### config.mk
export PLATFORM = sky130hd
export DESIGN_NAME = if_fetch_unit
export DESIGN_NICKNAME = d
export VERILOG_FILES = /design/src/rtl/if_fetch_unit.sv
export SDC_FILE = /design/constraint.sdc
export NUM_CORES = 1
export LEC_CHECK = 0
export ABC_CLOCK_PERIOD_IN_PS = 2900
export CAP_MARGIN = 25
export CORE_ASPECT_RATIO = 2
export CORE_MARGIN = 3
export CORE_UTILIZATION = 55
export DETAILED_ROUTE_END_ITERATION = 16
export DONT_BUFFER_PORTS = 1
export PLACE_DENSITY_LB_ADDON = 0.08
export REMOVE_ABC_BUFFERS = 1
export SETUP_SLACK_MARGIN = 0.4
export SYNTH_ARGS = -nofsm -noshare
export SYNTH_HDL_FRONTEND = slang
export SYNTH_SLANG_ARGS = --single-unit
### constraint.sdc
create_clock -name clk -period 2.9 [get_ports clk]
set_clock_uncertainty 0.15 [all_clocks]
set_input_delay 0.435 -clock clk [delete_from_list [all_inputs] [get_ports clk]]
set_output_delay 0.435 -clock clk [all_outputs]
set_load 0.05 [all_outputs]
### src/rtl/if_fetch_unit.sv
// Instruction-fetch stage: owns the PC, runs a single-outstanding imem handshake and
// presents one {instruction, pc+4} slot to the IF/ID register, with NOP bubbles when empty.
module if_fetch_unit #(
    parameter logic [31:0] RESET_PC  = 32'h0000_0000,
    parameter logic [31:0] NOP_INSTR = 32'h0000_0000
) (
    input  logic        clk,
    input  logic        reset,
    input  logic        stall,
    input  logic        redirect,
    input  logic [31:0] redirect_pc,
    output logic        imem_req,
    output logic [31:0] imem_addr,
    input  logic        imem_ready,
    input  logic        imem_rvalid,
    input  logic [31:0] imem_rdata,
    output logic        fetch_valid,
    output logic [31:0] instruction_out,
    output logic [31:0] pcplus4_out,
    output logic [31:0] pc_out
);

    // state   | meaning
    // S_REQ   | request for pc may be issued this cycle
    // S_WAIT  | request accepted, response for pc pending
    // S_DRAIN | response pending for a flushed request; discard it
    typedef enum logic [1:0] {
        S_REQ   = 2'd0,
        S_WAIT  = 2'd1,
        S_DRAIN = 2'd2
    } state_e;

    localparam logic [31:0] RESET_PC_AL = {RESET_PC[31:2], 2'b00};

    state_e      state_q, state_d;
    logic [31:0] pc_q, pc_d;
    logic [31:0] instr_q, instr_d;
    logic [31:0] pcp4_q, pcp4_d;
    logic        valid_q, valid_d;
    logic [31:0] pc_plus4;
    logic        req;

    assign pc_plus4 = pc_q + 32'd4;

    // Requests only when the slot will be empty by the time the response returns.
    assign req = !reset && (state_q == S_REQ) && !redirect && (!valid_q || !stall);

    always_ff @(posedge clk or posedge reset) begin
        if (reset) begin
            state_q <= S_REQ;
            pc_q    <= RESET_PC_AL;
            instr_q <= NOP_INSTR;
            pcp4_q  <= 32'h0000_0000;
            valid_q <= 1'b0;
        end else begin
            state_q <= state_d;
            pc_q    <= pc_d;
            instr_q <= instr_d;
            pcp4_q  <= pcp4_d;
            valid_q <= valid_d;
        end
    end

    always_comb begin
        state_d = state_q;
        pc_d    = pc_q;
        instr_d = instr_q;
        pcp4_d  = pcp4_q;
        valid_d = valid_q;

        if (valid_q && !stall) begin
            valid_d = 1'b0;
        end

        case (state_q)
            S_REQ: begin
                if (req && imem_ready) begin
                    state_d = S_WAIT;
                end
            end
            S_WAIT: begin
                if (imem_rvalid) begin
                    state_d = S_REQ;
                    instr_d = imem_rdata;
                    pcp4_d  = pc_plus4;
                    valid_d = 1'b1;
                    pc_d    = pc_plus4;
                end
            end
            S_DRAIN: begin
                if (imem_rvalid) begin
                    state_d = S_REQ;
                end
            end
            default: begin
                state_d = S_REQ;
            end
        endcase

        // Redirect overrides everything above, including a same-cycle response and stall.
        if (redirect) begin
            pc_d    = {redirect_pc[31:2], 2'b00};
            instr_d = instr_q;
            pcp4_d  = pcp4_q;
            valid_d = 1'b0;
            state_d = ((state_q == S_REQ) || imem_rvalid) ? S_REQ : S_DRAIN;
        end
    end

    assign imem_req        = req;
    assign imem_addr       = pc_q;
    assign fetch_valid     = valid_q;
    assign instruction_out = valid_q ? instr_q : NOP_INSTR;
    assign pcplus4_out     = pcp4_q;
    assign pc_out          = pc_q;

endmodule

Word level (Yosys, flattened, before mapping)
Cells that the tools add are included.
Widths: inputs -> output; s select.

storage, ports and cells
  register bits = 99
  input port bits = 70
  output and inout port bits = 130
  logic and storage cells = 42

cells by class
  add/subtract/negate cells = 1
  equality and inequality tests = 4
  multiplexer cells = 13
  bitwise operators = 1
  reduce and logical (&&, ||, !) cells = 18

operator list
  cell                   number
  $mux 32                4
  $add 32x3->32 const B  1
  $mux 2                 4
  $logic_and 1x1->1      5
  $logic_not 1->1        4
  $mux 1                 4
  $pmux 2 s2             1
  $reduce_and 2->1       2
  $reduce_bool 2->1      2
  $ne 3x1->1 const B     1
  $ne 3x3->1 const B     1
  $reduce_and 3->1       1
  $eq 2x1->1 const B     1
  $eq 2x2->1 const B     1
  $logic_not 2->1        1
  $logic_or 1x1->1       2
  $reduce_or 2->1        1
  $not 1->1              1

Longest topological paths before layout
Gate-level depths: netlist of run 1.

  depth after elaboration = 8
  gate-level depth with buffers = 9
  gate-level depth less buffers = 7

Least setup slack after synthesis of run 1
OpenSTA, ideal clock, no wires.

  path kind = reg2reg
  start = reg valid_q, in the netlist fetch_valid
  end = reg state_q[1]
  library setup time = 0.134 ns
  arrival = 2.927 ns
  required time = 2.616 ns
  slack = -0.311 ns
  stages on the path, launching flop included = 6
  path buffers = 0
  period minus slack after synthesis = 3.211 ns
  path through = dfrtp_1 nand2_1 nor4b_1 a21oi_1 o21ai_0 o21ai_0

between the ends
  longest elaborated chain between the ends = 6

ends and longest elaborated chain
  item                               RTL line  source
  start: declaration                 39        logic valid_q, valid_d;
  start signal: assignment           60        valid_q <= valid_d;
  $logic_not 1->1                    46        assign req = !reset && (state_q == S_REQ) && !redirect && (!valid_q || !stall);
  $logic_or 1x1->1                   46
  $logic_and 1x1->1                  46
  via imem_req                       12        output logic imem_req,
  $logic_and 1x1->1                  77        if (req && imem_ready) begin
  $ne 3x3->1 (no source line)        n/a
  $reduce_and 2->1 (no source line)  n/a
  end signal: assignment             56        state_q <= state_d;
  end: declaration                   35        state_e state_q, state_d;

The timed path passes the listed nets, and every way through them passes these cells.
A chain may end at the register's enable or synchronous reset.

Final worst setup path of run 1
  start = reg pc_q[6], in the netlist imem_addr[6]
  end = reg pcp4_q[28], in the netlist pcplus4_out[28]

between the ends
  longest elaborated chain between the ends = 1

ends and longest elaborated chain
  item                      RTL line  source
  start: declaration        36        logic [31:0] pc_q, pc_d;
  start signal: assignment  57        pc_q <= pc_d;
  $add 32x3->32             43        assign pc_plus4 = pc_q + 32'd4;
  end signal: assignment    59        pcp4_q <= pcp4_d;
  end: declaration          38        logic [31:0] pcp4_q, pcp4_d;

No other way between the ends.

==> results of run 1 <==
[metal layers]
metal,vias to the layer above,track usage (%),share of wire (%)
li1,1661,-,-
met1,1615,23.3,35
met2,142,40.5,55
met3,19,6.98,7.9
met4,0,9.19,2.0
met5,-,0,0
[final cells by class]
| type | count | share of cell area (%) |
|---|---|---|
| inverter | 5 | 0.389 |
| clock buffer | 11 | 4.44 |
| sequential | 95 | 43.5 |
| multi-input combinational | 356 | 42.4 |
| tap | 102 | 2.33 |
| timing repair buffer | 38 | 5.72 |
| clock inverter | 4 | 1.28 |
[sequential cells by signal (all words and copies together), names as in the netlist]
register and cells:
state_q 2, pcplus4_out 30, imem_addr 30, fetch_valid 1, instr_q 32
[worst min path at each step]
stage          slack, ps     endpoint  depth (start not counted)
2_1_floorplan        320  instr_q[23]                          1
3_3_place_gp         180   state_q[0]                          1
3_5_place_dp         190   state_q[1]                          1
4_1_cts                8  fetch_valid                          1
5_1_grt               20  fetch_valid                          1
6_report              40  fetch_valid                          1
[through the flow]
stage	setup WS [ps]	utilization (%)	total power, µW
3_5_place_dp	675	56.7	3300
6_report	693	60.3	4510
2_1_floorplan	-478	-	3070
3_3_place_gp	706	56.7	3260
4_1_cts	528	60.3	4560
5_1_grt	523	60.3	4730
[what timing repair did]
item | 4_1_cts | 5_1_grt
endpoints found under the setup margin | 0 | 1
resized for setup | 0 | 1
hold buffers | 1 | 0
hold endpoints to repair | 30 | 0
[power by group]
group / total [µW] / leakage [µW] / switching [µW] / internal [µW]
Sequential: 2370 / 0.00120 / 720 / 1650
Clock: 1250 / 0.000155 / 474 / 771
Combinational: 888 / 0.00101 / 586 / 302
Total: 4510 / 0.00237 / 1780 / 2730
[placed cells by master (no fill, tap or decap), types with 2 or more instances in the layout]
cell type	instances
dfrtp_1	94
nand2_1	77
o21ai_1	37
buf_4	35
and2_1	34
mux2_2	34
xnor2_1	33
xor2_1	24
o21ai_0	23
nand3_1	15
nor2_1	15
nand4_1	10
clkbuf_16	9
nor3_1	8
and3_1	7
conb_1	6
and4_1	5
inv_1	4
ha_1	3
nand4_2	2
nor4_2	2
nor3b_1	2
nor4_1	2
nor2b_1	2
a21oi_1	2
clkinv_2	2
bufinv_16	2
buf_12	2
[cells in the mapped netlist (2+ instances only)]
| cell | number | area, µm² |
|---|---|---|
| a21oi_1 | 2 | 10.0 |
| and2_1 | 34 | 213 |
| and3_1 | 7 | 43.8 |
| and4_1 | 5 | 43.8 |
| buf_2 | 7 | 35.0 |
| buf_4 | 39 | 293 |
| buf_6 | 10 | 113 |
| clkbuf_1 | 13 | 48.8 |
| dfrtp_1 | 95 | 2380 |
| ha_1 | 3 | 37.5 |
| inv_1 | 5 | 18.8 |
| mux2_2 | 34 | 383 |
| nand2_1 | 77 | 289 |
| nand2b_1 | 2 | 12.5 |
| nand3_1 | 15 | 75.1 |
| nand4_1 | 10 | 62.6 |
| nand4_2 | 2 | 25.0 |
| nor2_1 | 15 | 56.3 |
| nor2b_1 | 2 | 12.5 |
| nor3_1 | 8 | 40.0 |
| nor3b_1 | 2 | 15.0 |
| nor4_1 | 2 | 12.5 |
| nor4_2 | 2 | 25.0 |
| o21ai_0 | 23 | 115 |
| o21ai_1 | 37 | 185 |
| xnor2_1 | 33 | 289 |
| xor2_1 | 24 | 210 |
[cells by family after synthesis]
kind of cell | count (synthesis)
AND/OR/NAND/NOR | 192
flip-flops | 95
buffers and inverters | 75
AO/OA/AOI/OAI | 63
XOR/XNOR | 57
multiplexers | 35
adder cells (fa/ha/maj) | 3
other | 1
==> flow_summary.ini, run 1 <==
[routing]
viasPerCell = 5.63
ant_nets = 0
routedWlPerCell_um = 18.9
first_iter_violations = 131
route.detailed.drc = 0
drtPass1Iterations = 4
num_vias = 3437
drt-total-wl_mm = 11.6

[layout]
multi_input_area_um2 = 2320
layout.nets = 578
fin_area_um2 = 5470
synthToLayoutAreaGrowth_pct = 5.73
diodes = 0
area.sequential_um2 = 2380
nFillCells = 823
fin_cells = 611
drive_above_1_share_pct = 19.4

[global_routing]
antenna_found_initial = 0
grt_pass1_wl_mm = 18.2
grt_start_max_net_pins = 66
overflow = 0
grt_usage_pct = 22.5
first_global_vias = 3573

[logic_synthesis]
avgSynthCellArea_um2 = 9.93
syn_inst = 521
ys_types = 40
synth_compound_area_share_pct = 6.14
yosys.area_share.adder_pct = 0.725
synth_top_family_by_area = simple AND/OR/NAND/NOR gates
synthFlopType = dfrtp_1
yosysSeqAreaShare_pct = 45.9
netlist_area_um2 = 5170
async_flop_share_pct = 100
muxShareOfSynthArea_pct = 7.59
yosys_warnings = 0
synth-simple-area-share_pct = 20.0
yosys.area_share.xor_xnor_pct = 9.65
synth_enable_flop_cells = 0
synth.ff_latch_count = 95

[setup_path]
r2r_setup_slack_ps = 690
start_kind = register
path_class = register to register
cp-endpoint = pcplus4_out[28]
reg2reg_from = imem_addr[6]
critPathLaunch = imem_addr[6]
reg2reg_depth = 6
crit_fanout = 7
worst_ep_arrival_time_ps = 2320
worst-path-stages = 6
cp.required_ps = 3010
critPathMaxStageDelay_ps = 550
crit_path_end_kind = register
r2r_end = pcplus4_out[28]
cp_top_family = simple AND/OR/NAND/NOR gates
crit_buf_inv = 1
critPathSlowestCell = nor4b_4
cp_cell_sequence = buf_4, nand4_2, nor4b_4, nand4_1, xor2_1, o21ai_1

[placed_design]
hpwl_mm = 8.68
placed_cell_area_um2 = 5150
routabilityCongestion = 0.806
port_buffers = 0
placed_cells = 595

[job]
cap_violations = 0

[clocking]
root_buffer = clkbuf_16
insertion_delay_ps = 340
clkTransAtPathRegs_ps = 60
cts_buffers = 9
post_cts_buffers = 0
cts.sinks = 95
htree_levels = 3
clock_path_buffers = 2
cts_tree = yes

[die]
coreArea_um2 = 9070
die_h_um = 143
start_util_pct = 57.0
die_w_um = 74.6
std_cell_rows = 49
die-area_um2 = 10700
num_io_pins = 200

[sta]
fin_crit_ps = 2210
fmax_mhz = 453
relSlewSlack_pct = 35.5
hold_violations = 0
timing.setup.tns_ps = 0
slew_viol_final = 0
worst_hold_slack_ps = 40.0
finalSetupViolCount = 0
worstMarginPinSlew_ps = 967
rsz0062_at_grt = no
min_period_over_period_pct = 76.1

[hold_path]
hold_path.class = input pin to register
hp-start = redirect

[outcome]
status = completed

[power_and_ir_drop]
power_density_nw_per_um2 = 824
power.leakage_uw = 0.00237
irDropWorstVdd_mv = 0.516
Power figures use the tool's default switching activity.
==> inputs of run 2 (changes only) <==
ABC_CLOCK_PERIOD_IN_PS = 2300   (was 2900)
clock period = 2.3 ns   (was 2.9 ns; I/O delays follow)
==> flow_summary.ini, run 2 (synthesis results as in run 1) <==
[outcome]
status = complete, but fails checks
violations = negative hold slack

[layout]
largest_reg_flops = 32
largest-register = instr_q
drive_above_1_share_pct = 31.1
synthToLayoutAreaGrowth_pct = 24.1
layout.nets = 666
nFillCells = 716
mostFrequentLayoutCells = dfrtp_1 (88), buf_4 (86), nand2_1 (76)
layout_commonest_cell = dfrtp_1
diodes = 0
postLayoutCoreUtil_pct = 70.8
fin_area_um2 = 6420

[sta]
hold_violations = 29
fmax_mhz = 508
min_period_over_period_pct = 85.5
worst_hold_slack_ps = -51.9
finalSetupViolCount = 0
relSlewSlack_pct = 66.0
slew_viol_final = 0
worstMarginPinSlew_ps = 510
rsz0062_at_grt = yes
fin_crit_ps = 1970

[global_routing]
antenna_found_initial = 0
overflow = 0
grt_usage_pct = 24.5
grt_pass1_wl_mm = 19.8
grt_start_max_net_pins = 66
first_global_vias = 3893

[job]
cap_violations = 0

[power_and_ir_drop]
power.leakage_uw = 0.00282
power_density_nw_per_um2 = 909
irDropWorstVdd_mv = 0.641
p_total_uw = 5840

[setup_path]
path_class = register to output pin
cp.required_ps = 1800
critPathMaxStageDelay_ps = 390
cp_cell_sequence = inv_2, ha_4, inv_4, nor4b_4, buf_12
worst_ep_arrival_time_ps = 1470
critPathLaunch = state_q[0]
crit_path_end_kind = output pin
reg2reg_depth = 6
start_kind = register
reg2reg_from = state_q[1]
crit_fanout = 2
critPathSlowestCell = dfrtp_1

[placed_design]
hpwl_mm = 9.05
routabilityCongestion = 0.824
port_buffers = 0
placed_cell_area_um2 = 5460

[die]
coreArea_um2 = 9070
die_h_um = 143
std_cell_rows = 49
die_w_um = 74.6
num_io_pins = 200
start_util_pct = 57.0
die-area_um2 = 10700

[routing]
num_vias = 3862
first_iter_violations = 210
routedWlPerCell_um = 18.3
drt-total-wl_mm = 12.8
drtPass1Iterations = 6
route.detailed.drc = 0
ant_nets = 0
viasPerCell = 5.52

[clocking]
cts.sinks = 95
root_buffer = clkbuf_16
cts_buffers = 9
htree_levels = 3
insertion_delay_ps = 340
clkTransAtPathRegs_ps = 60
clock_path_buffers = 2
cts_tree = yes

[hold_path]
hp-start = redirect
hold_path.class = input pin to register
min_path_cells = 1
[run 2: repair_timing]
item,in CTS,in global routing
hold buffers,30,1
endpoints found under the setup margin,58,35
gates resized for setup,22,23
pin swaps,3,5
hold endpoints to repair,89,29
cloned,1,1
buffers inserted,5,13
[run 2: critical path: cells and delay by family (launching register included)]
family / cells / cell delay (ps)
flops: 1 / 390
buf+inv: 3 / 300
simple gates: 1 / 290
fa+ha+maj: 1 / 140
[run 2: worst paths after layout]
kind | slack, ps | end
max in group asynchronous | 970 | instr_q[7]
max reg2reg | 410 | fetch_valid
min reg2reg | 350 | instr_q[28]
min | -50 | imem_addr[12]
min in group asynchronous | 330 | pcplus4_out[14]
max | 330 | imem_req
[run 2: stage by stage]
stage | worst slack, ps | instances | setup TNS, ps | hold slack [ps]
6_report | 333 | 700 | 0 | -51.9
5_1_grt | 255 | 700 | 0 | -67.3
4_1_cts | 331 | 685 | 0 | -68.8
3_5_place_dp | 249 | 633 | 0 | 93.5
3_3_place_gp | 285 | 633 | 0 | 88.6
2_1_floorplan | -1080 | 456 | -122070 | 258
[run 2: final cells by class]
type	instances	area, µm²	area share, %
Sequential cell	95	2390	37.2
Tap cell	102	128	1.99
Clock inverter	6	85.1	1.33
Timing Repair Buffer	125	1110	17.3
Inverter	5	23.8	0.370
Clock buffer	10	229	3.57
Multi-Input combinational cell	357	2460	38.3
[run 2: layer usage]
layer,share of wire (%),track usage [%]
met5,0,0
met4,2.5,9.57
met3,7.3,7.05
met2,56,44.8
met1,34,25.4
[run 2: power by group]
| group | leakage (µW) | internal (µW) | switching (µW) |
|---|---|---|---|
| Clock | 0.000148 | 948 | 619 |
| Sequential | 0.00120 | 2090 | 923 |
| Combinational | 0.00148 | 478 | 779 |
==> inputs of run 3 (changes only) <==
ABC_AREA = 1   (was default)
GPL_TIMING_DRIVEN = 0   (was default)
TNS_END_PERCENT = 1   (was default)
==> flow_summary.ini, run 3 <==
[placed_design]
routabilityCongestion = 0.831
placed_cells = 750
port_buffers = 0
hpwl_mm = 8.89
placed_cell_area_um2 = 4940

[layout]
fin_area_um2 = 6290
largest-register = instr_q
diodes = 0
fin_cells = 836
largest_reg_flops = 32
mostFrequentLayoutCells = nand2_1 (330), dfrtp_1 (65), dlygate4sd3_1 (53)
drive_above_1_share_pct = 17.3
layout.nets = 804
layout_commonest_cell = nand2_1
postLayoutCoreUtil_pct = 71.7
nFillCells = 689
synthToLayoutAreaGrowth_pct = 24.4

[sta]
fmax_mhz = 520
hold_violations = 0
min_period_over_period_pct = 83.7
relSlewSlack_pct = 36.5
worst_hold_slack_ps = 15.0
fin_crit_ps = 1920
slew_viol_final = 0
rsz0062_at_grt = yes
finalSetupViolCount = 0
worstMarginPinSlew_ps = 952

[clocking]
root_buffer = clkbuf_16
insertion_delay_ps = 340
clock_path_buffers = 2
clkTransAtPathRegs_ps = 70
cts_buffers = 9
htree_levels = 3
cts_tree = yes
cts.sinks = 95

[logic_synthesis]
synth_top_area_cell = dfrtp_1
synthFlopType = dfrtp_1
async_flop_share_pct = 100
yosys_warnings = 0
synthTopCellsByCount = nand2_1 (336), dfrtp_1 (95), inv_1 (72)
ys_types = 26
synthTopCellsByArea = dfrtp_1 (47%), nand2_1 (25%), buf_4 (5.3%)
yosysSeqAreaShare_pct = 47.0
yosysMostFrequentCell = nand2_1
avgSynthCellArea_um2 = 7.23
synth_top_area_share_pct = 47.0
netlist_area_um2 = 5050
syn_inst = 699
synth.ff_latch_count = 95
synth_enable_flop_cells = 0

[routing]
viasPerCell = 5.35
ant_nets = 0
drtPass1Iterations = 5
num_vias = 4474
first_iter_violations = 242
route.detailed.drc = 0
routedWlPerCell_um = 17.1
drt-total-wl_mm = 14.3

[setup_path]
critPathLaunch = state_q[1]
start_kind = register
reg2reg_from = state_q[1]
worst_ep_arrival_time_ps = 2030
cp.required_ps = 2400
path_class = register to register
crit_fanout = 24
crit_path_end_kind = register

[power_and_ir_drop]
p_clk_share_pct = 23.4
swShare_pct = 45.8
pwr-share-comb_pct = 16.1
power_frac_seq_pct = 60.5
p_int_uw = 3650
power_density_nw_per_um2 = 1070
power.leakage_uw = 0.00309
switching_power_uw = 3080
irDropWorstVdd_mv = 0.768

[die]
start_util_pct = 57.6
die-area_um2 = 10400
die_w_um = 73.8
coreArea_um2 = 8770
std_cell_rows = 48
die_h_um = 142
num_io_pins = 200

[hold_path]
hp-start = redirect_pc[5]
hold_path.class = input pin to register

[job]
cap_violations = 0

[global_routing]
grt_start_max_net_pins = 70
grt_usage_pct = 28.1
overflow = 0
grt_use_met2_pct = 51.9
first_global_vias = 4550
antenna_found_initial = 0
gr-usage-met1_pct = 29.2
use_met3_pct = 7.30
grt_pass1_wl_mm = 22.4
grt_busiest_layer = met2

[outcome]
status = completed
run 3: changes by cell type in the layout (fill, tap and decap cells not counted), moves of 24 or more:
cell,previous run,this run
and2_1,33,3
buf_4,86,12
inv_1,1,50
mux2_2,34,0
nand2_1,76,330
nand3_1,14,44
o21ai_1,37,2
xnor2_1,33,4
xor2_1,24,0
run 3: worst paths after layout:
check	slack [ps]	cells after the start	endpoint
worst min-delay path	10	2	imem_addr[5]
worst max-delay path	380	10	imem_addr[5]
worst min register to register	320	2	instr_q[20]
worst max register to register	380	10	imem_addr[5]
min in group asynchronous	500	3	instr_q[2]
max in group asynchronous	1130	3	imem_addr[12]
run 3: per-layer routing:
metal | wire length [µm] | vias up | share of wire [%]
met2 | 7830 | 176 | 55
met3 | 955 | 26 | 6.7
met1 | 5090 | 2138 | 36
li1 | - | 2134 | -
met4 | 376 | 0 | 2.6
met5 | 0 | - | 0
run 3: layout make-up:
cell class | instances | area [µm²] | area share [%]
flip-flops and latches | 95 | 2470 | 39.3
inverters | 74 | 360 | 5.73
clock inverters | 5 | 81.3 | 1.29
clock buffers | 11 | 233 | 3.70
well taps | 100 | 125 | 1.99
multi-input cells | 479 | 2210 | 35.1
repair buffers | 72 | 808 | 12.9
run 3: timing repair:
item | 4_1_cts | 5_1_grt
endpoints found under the setup margin | 131 | 110
buffers inserted | 11 | 1
gates cloned | 4 | 0
pin swaps | 10 | 7
resized for setup | 94 | 18
hold buffers | 54 | 0
endpoints found under the hold margin | 75 | 0
run 3: logic make-up after synthesis:
group	share of synthesized area, %
buffers and inverters	12.8
AO/OA/AOI/OAI	3.54
flip-flops	47.0
XOR/XNOR	0.693
adder cells (fa/ha/maj)	0.743
other	0.0742
AND/OR/NAND/NOR	35.1
run 3: worst max-delay path, stage by stage, from the launching register on:
cell and delay [ps]:
dfrtp_1 360, inv_1 90, ha_2 200, nand2_4 110
nor2_4 170, buf_16 130, inv_6 80, buf_12 170
a21oi_1 140, o21ai_1 110, o211ai_1 100
run 3: power groups by stage:
stage                     Sequential, µW  Clock [µW]  Combinational [µW]
after global routing                4140        1670                1240
after detailed placement            4050           0                 913
final                               4070        1570                1080
after CTS                           4070        1600                1060
after floorplan                     3910           0                 740
after global placement              4040           0                 842
run 3: stage by stage:
stage,TNS (ps),setup WS [ps],power [µW]
after floorplan,-119080,-1530,4650
after global placement,-324900,-2380,4880
after detailed placement,-20280,-532,4960
after CTS,0,359,6730
after global routing,0,295,7050
final,0,375,6720
